**src/rtl/ones_comp_add.sv**
```systemverilog
// ones_comp_add: combinational end-around-carry adder
// a, b: addends; y: ones'-complement sum
module ones_comp_add #(
    parameter int WIDTH = 4
) (
    input  logic [WIDTH-1:0] a,
    input  logic [WIDTH-1:0] b,
    output logic [WIDTH-1:0] y
);
    logic [WIDTH:0] s;
    // folding the carry back in cannot carry again: s[WIDTH-1:0] is at most 2^WIDTH-2 when s[WIDTH]=1
    assign s = {1'b0, a} + {1'b0, b};
    assign y = s[WIDTH-1:0] + {{(WIDTH-1){1'b0}}, s[WIDTH]};
endmodule

```
**config.mk**
```make
export PLATFORM = sky130hd
export DESIGN_NAME = ones_comp_add
export DESIGN_NICKNAME = d
export VERILOG_FILES = /design/src/rtl/ones_comp_add.sv
export SDC_FILE = /design/constraint.sdc
export NUM_CORES = 1
export LEC_CHECK = 0
export ABC_AREA = 0
export CAP_MARGIN = 20
export CELL_PAD_IN_SITES_DETAIL_PLACEMENT = 0
export CELL_PAD_IN_SITES_GLOBAL_PLACEMENT = 1
export CORE_AREA = 3 3 40 42
export DETAILED_ROUTE_END_ITERATION = 12
export DIE_AREA = 0 0 43 45
export PLACE_DENSITY = 0.56
export SLEW_MARGIN = 20
export SYNTH_ARGS = -nofsm -noshare
export SYNTH_HDL_FRONTEND = slang
export SYNTH_SLANG_ARGS = --single-unit
```
**constraint.sdc**
```tcl
create_clock -name vclk -period 3.9
set_input_delay 0.39 -clock vclk [all_inputs]
set_output_delay 0.39 -clock vclk [all_outputs]
set_load 0.05 [all_outputs]
```
* Word-level counts from Yosys, hierarchy flattened
Cells that the tools add are included.
Word-level totals: bits in latches 0, memories 0, RAM bits 0, input port bits 8, memory bits (read-only) 0, bits in registers 0, output and inout port bits 4, word-level logic and storage cells 2
Operators by class: $add $sub $neg 2, bitwise gates (word level) 0, reduce and logical (&&, ||, !) cells 0, shift-type cells 0, mux-type cells 0, eq/ne operators 0, magnitude comparators 0, divide/modulo/power cells 0, $mul 0
Operators with widths (count):
- adder 4 x 4 -> 5 bit | 1
- adder 4 x 1 -> 4 bit | 1

* Logic depth before layout (Yosys ltp)
Gate-level depths: netlist of run 1.
depth in word-level cells 2, depth in mapped cells 10, gate-level depth less buffers 10

* Worst setup path before layout of run 1
No wires, ideal clock.
path type input to output, from input a[0], to output y[3], slack 1043 ps, cell stages on the path 10, arrival time 2467 ps, buffers on the path 0, data required time 3510 ps, cell sequence ha_1 inv_1 fa_1 nor2b_1 o21ai_0 nand2b_1 ha_1 nor2b_1 a32o_1 o32ai_2
Between the ends: word-level cells in the longest chain between the ends 2
Ends and longest elaborated chain:
- start, declared | line 6 | input logic [WIDTH-1:0] a,
- adder 4 x 4 -> 5 bit | line 12 | assign s = {1'b0, a} + {1'b0, b};
- adder 4 x 1 -> 4 bit | line 13 | assign y = s[WIDTH-1:0] + {{(WIDTH-1){1'b0}}, s[WIDTH]};
- end, declared | line 8 | output logic [WIDTH-1:0] y
No other way between the ends.

* Worst setup path after layout of run 1
from input a[0], to output y[2]
The elaborated chain is that of the path after synthesis.

==> out/results.ini, run 1 <==
[sta]
rsz0062_at_grt = no
fmax_mhz = 287
relSlewSlack = 0.669
hold_viol_final = 0
slew_viol_final = 0
tightest_slew_ns = 0.496
fin_crit_ns = 3.48
setup_viol = 0
fin_setup_tns_ns = 0
period_share = 0.892

[cells_and_area]
layout_common_cells = clkdlybuf4s50_1 (11), ha_1 (6), inv_1 (4)
regArea_sq_um = 0
nFlopsAndLatches = 0
post_route_cells_drive_above_1_share = 0.0513
final_cell_count_no_fill = 54
area_delta_synth_final_pct = 59.2
nClkBuffers = 0
layout_commonest_cell = clkdlybuf4s50_1
fin_nets = 56
num_antenna_cells = 0

[floorplanning]
die_x_microns = 43
dieArea_sq_um = 1940
start_util = 0.179
ios = 12
rows = 13
coreArea_sq_um = 1280
die_height_microns = 45

[worst_setup_path]
critPathMaxFanout = 3
startpoint_type = input port
crit_start = a[0]
required_ns = 3.51
cp_cell_sequence = clkdlybuf4s50_1 -> ha_1 -> inv_1 -> fa_1 -> nor2b_1 -> o21ai_0 -> nand2b_1 -> ha_1 -> ha_1 -> xor2_1 -> clkdlybuf4s50_1
worstSetupPathType = input port to primary output
critical_path_depth = 11
cp_num_buf_inv = 3
slowest_stage = clkdlybuf4s50_1
slowest_delay_ns = 0.81
worstSetupEndpoint = y[2]
crit_family = buffers and inverters
end_kind = primary output
arrival_ns = 3.09
crit_top_cell = ha_1

[power_and_ir_drop]
p_sw_mw = 0.0584
power_density_nw_per_um2 = 266
power.internal_mw = 0.0392
p_leak_nw = 0.167
seqPwrFrac = 0
swShare = 0.599
power_frac_clock = 0
irDropWorstVdd_v = 0.000136
p_comb_frac = 1.000

[detailed_routing]
wl_per_cell_microns = 9.33
drtIter0Drc = 0
finalWirelength_microns = 504
vias_per_cell = 4.17
vias = 225
firstDrtPassIters = 1
drc_errors = 0
antenna_left = 0

[global_routing]
grt_start_max_net_pins = 7
grt_overflow = 0
grt_pass1_vias = 202
grt_pass1_wl_microns = 862
grt.total_usage = 0.0540
antenna_found_initial = 0

[place]
portBuffers = 12
globalplace.congestion = 0.716
place_inst = 54

[synthesis]
syn-cell-area_sq_um = 230
yosysTopAreaCell = ha_1
synthDominantCellAreaShare = 0.326
ys_seq_area_frac = 0
synthesis.nets = 42
ys_types = 18
synth.area.top_cells = ha_1 (33%), fa_1 (8.7%), o32ai_2 (7.1%)
yosys_warnings = 0
avgSynthCellArea_sq_um = 8.53
synth_cells = 27

[clock_tree]
ctsHoldBuffers = 0
post_cts_buffers = 0
cts_resized = 0

[run_status]
status = finished clean

[min_path]
min_path_type = input port to primary output
worstHoldStart = b[2]

[flow_run]
cap_viol_max_count = 0

metal layers:
layer | wire length [microns] | GRT usage | vias up
li1 | - | - | 123
met1 | 225 | 0.0789 | 97
met2 | 246 | 0.0928 | 5
met3 | 31 | 0.00398 | 0
met4 | 0 | 0 | 0
met5 | 0 | 0 | -
cells in the mapped netlist (all sizes together):
cell type  instances
ha                 6
nor3b              1
xnor2              1
xor2               1
a21oi              1
a32o               1
nand2b             1
o21bai             1
nor2               1
o32ai              1
inv                4
a21o               1
nor2b              2
a21boi             1
nand3              1
fa                 1
a22o               1
o21ai              1
cells by family after synthesis:
| family | count (synthesis) | synth area share |
|---|---|---|
| AOI/OAI and AO/OA | 8 | 0.294 |
| xor gates and xnor gates | 2 | 0.0761 |
| adders and majority gates | 7 | 0.413 |
| buffers and inverters | 4 | 0.0652 |
| and+or+nand+nor | 6 | 0.152 |
power groups by stage:
stage | logic (mW) | registers [mW] | clock network (mW)
after floorplan | 0.0698 | 0 | 0
after global placement | 0.0983 | 0 | 0
after detailed placement | 0.0986 | 0 | 0
after CTS | 0.0991 | 0 | 0
after global routing | 0.105 | 0 | 0
final | 0.0976 | 0 | 0
how the worst min path moves through the flow:
stage / slack [ns] / cells past startpoint / end
final: 1.83 / 5 / y[3]
after global routing: 1.87 / 5 / y[3]
after CTS: 1.84 / 5 / y[3]
after detailed placement: 1.84 / 5 / y[3]
after global placement: 1.83 / 5 / y[3]
after floorplan: 1.24 / 3 / y[3]
metrics by stage:
stage | utilization | instance area (sq um) | hold WS, ns | power [mW] | setup WS, ns
floorplan | - | 230 | 1.24 | 0.0698 | 1.04
global placement | 0.285 | 367 | 1.83 | 0.0983 | 0.455
detailed placement | 0.285 | 367 | 1.84 | 0.0986 | 0.422
CTS | 0.285 | 367 | 1.84 | 0.0991 | 0.401
global route | 0.285 | 367 | 1.87 | 0.105 | 0.210
finish | 0.285 | 367 | 1.83 | 0.0976 | 0.420
cell type report:
class                      count  area [sq um]
fill                         136           918
inverter                       4          15.0
multi-input combinational     23           215
tap                           15          18.8
timing repair buffer          12           118
(Power assumes the default switching activity.)
==> inputs of run 2 (changes only) <==
SETUP_SLACK_MARGIN = 0.15   (was not set)
clock period = 4 ns   (was 3.9 ns; I/O delays follow)
==> run 2 against run 1 <==
Compared with the run above: worst setup slack better by 0.094 ns; total power shrank 2.5%; via count rose by 1.3%; sequential cell count stayed put; design area unchanged; first-iteration DRC count rose by 2; final cell count unchanged; utilization unchanged; routed wire length is 3.2% lower; combinational power shrank 2.6%; critical path type unchanged; largest cell class unchanged.
==> out/results.ini, run 2 (synthesis results as in run 1) <==
[min_path]
worstHoldStart = b[2]
holdPathStages = 5  ; unchanged
holdPathEnd = y[3]
min_path_type = input port to primary output

[detailed_routing]
wl_per_cell_microns = 9.04  ; -3.2%
vias = 228  ; +1.3%
drc_errors = 0  ; unchanged
antenna_left = 0  ; unchanged
finalWirelength_microns = 488  ; -3.2%
drtIter0Drc = 2  ; +2
firstDrtPassIters = 2  ; +1
vias_per_cell = 4.22  ; +1.3%

[sta]
tightest_slew_ns = 0.495  ; -0.000464 ns
fin_setup_tns_ns = 0  ; unchanged
rsz0062_at_grt = no
fmax_mhz = 287
slew_viol_final = 0  ; unchanged
fin_crit_ns = 3.49
relSlewSlack = 0.669  ; about the same
post-route-worst-setup-slack_ns = 0.514  ; +0.0936 ns
period_share = 0.872
hold_viol_final = 0  ; unchanged
hold_ws_ns = 1.83  ; +0.000320 ns
setup_viol = 0  ; unchanged

[cells_and_area]
regArea_sq_um = 0  ; unchanged
nFlopsAndLatches = 0  ; unchanged
nClkBuffers = 0  ; unchanged
final_cell_count_no_fill = 54  ; unchanged
fillers = 146  ; +7.4%
final_core_util = 0.285  ; unchanged
layout_common_cells = clkdlybuf4s50_1 (11), ha_1 (6), inv_1 (4)
post_route_cells_drive_above_1_share = 0.0513  ; unchanged
num_antenna_cells = 0  ; unchanged
layout_commonest_cell = clkdlybuf4s50_1
area_delta_synth_final_pct = 59.2  ; unchanged
finalInstanceArea_sq_um = 367  ; unchanged
multi_input_area_sq_um = 215  ; unchanged
fin_nets = 56  ; unchanged

[global_routing]
grt_overflow = 0  ; unchanged
grt_pass1_wl_microns = 786  ; -8.8%
antenna_found_initial = 0  ; unchanged
grt.total_usage = 0.0482  ; -0.00581
grt_start_max_net_pins = 7  ; unchanged
grt_pass1_vias = 218  ; +7.9%

[run_status]
status = finished clean

[worst_setup_path]
arrival_ns = 3.09  ; about the same
worstSetupPathType = input port to primary output
critPathMaxFanout = 3  ; unchanged
end_kind = primary output
required_ns = 3.60  ; +0.09 ns
startpoint_type = input port

[floorplanning]
coreArea_sq_um = 1280  ; unchanged
die_height_microns = 45  ; unchanged
rows = 13  ; unchanged
dieArea_sq_um = 1940  ; unchanged
start_util = 0.179  ; unchanged
ios = 12  ; unchanged
die_x_microns = 43  ; unchanged

[clock_tree]
post_cts_buffers = 0  ; unchanged
ctsHoldBuffers = 0  ; unchanged
cts_resized = 0  ; unchanged

[power_and_ir_drop]
total_power_mw = 0.0951  ; -2.5%
p_leak_nw = 0.167  ; unchanged
power_density_nw_per_um2 = 259  ; -2.5%
irDropWorstVdd_v = 0.000113  ; -17%

[flow_run]
cap_viol_max_count = 0  ; unchanged

[place]
dpl_cell_area_sq_um = 367  ; unchanged
portBuffers = 12  ; unchanged
dp_hpwl_microns = 445
pre_cts_ws_ns = 0.492  ; +0.0701 ns
place_inst = 54  ; unchanged
globalplace.congestion = 0.687  ; -4.1%

==> run 2: power by group <==
part	switching [mW]	leakage, nW	total [mW]	internal, mW
sequential	0	0	0	0
combinational	0.0569	0.167	0.0951	0.0382
clock	0	0	0	0
total	0.0569	0.167	0.0951	0.0382
==> run 2: critical path, cell delays in order <==
cell	delay [ns]
clkdlybuf4s50_1	0.46
ha_1	0.19
inv_1	0.06
fa_1	0.39
nor2b_1	0.12
o21ai_0	0.08
nand2b_1	0.09
ha_1	0.18
ha_1	0.17
xor2_1	0.13
clkdlybuf4s50_1	0.81
==> run 2: worst max-delay path by stage <==
stage,start,to,slack (ns)
after floorplan,a[0],y[3],1.12
after global placement,a[0],y[2],0.51
after detailed placement,a[0],y[2],0.49
after CTS,a[0],y[2],0.48
after global routing,b[0],y[2],0.34
final,a[0],y[2],0.51
==> run 2: cell type report <==
class	instances	area share
tap	15	0.0512
timing repair buffer	12	0.321
inverter	4	0.0410
multi-input combinational	23	0.587
==> run 2: layer usage <==
layer | vias to the layer above | track usage | part of all wire
met2 | 5 | 0.0988 | 0.52
met5 | - | 0 | 0
li1 | 123 | - | -
met4 | 0 | 0 | 0
met3 | 0 | 0.00398 | 0.059
met1 | 100 | 0.0574 | 0.42
==> inputs of run 3 (changes only) <==
CAP_MARGIN = not set   (was 20)
==> results of run 3 <==
Final layout, timing and power as in run 2 (identical DEF).
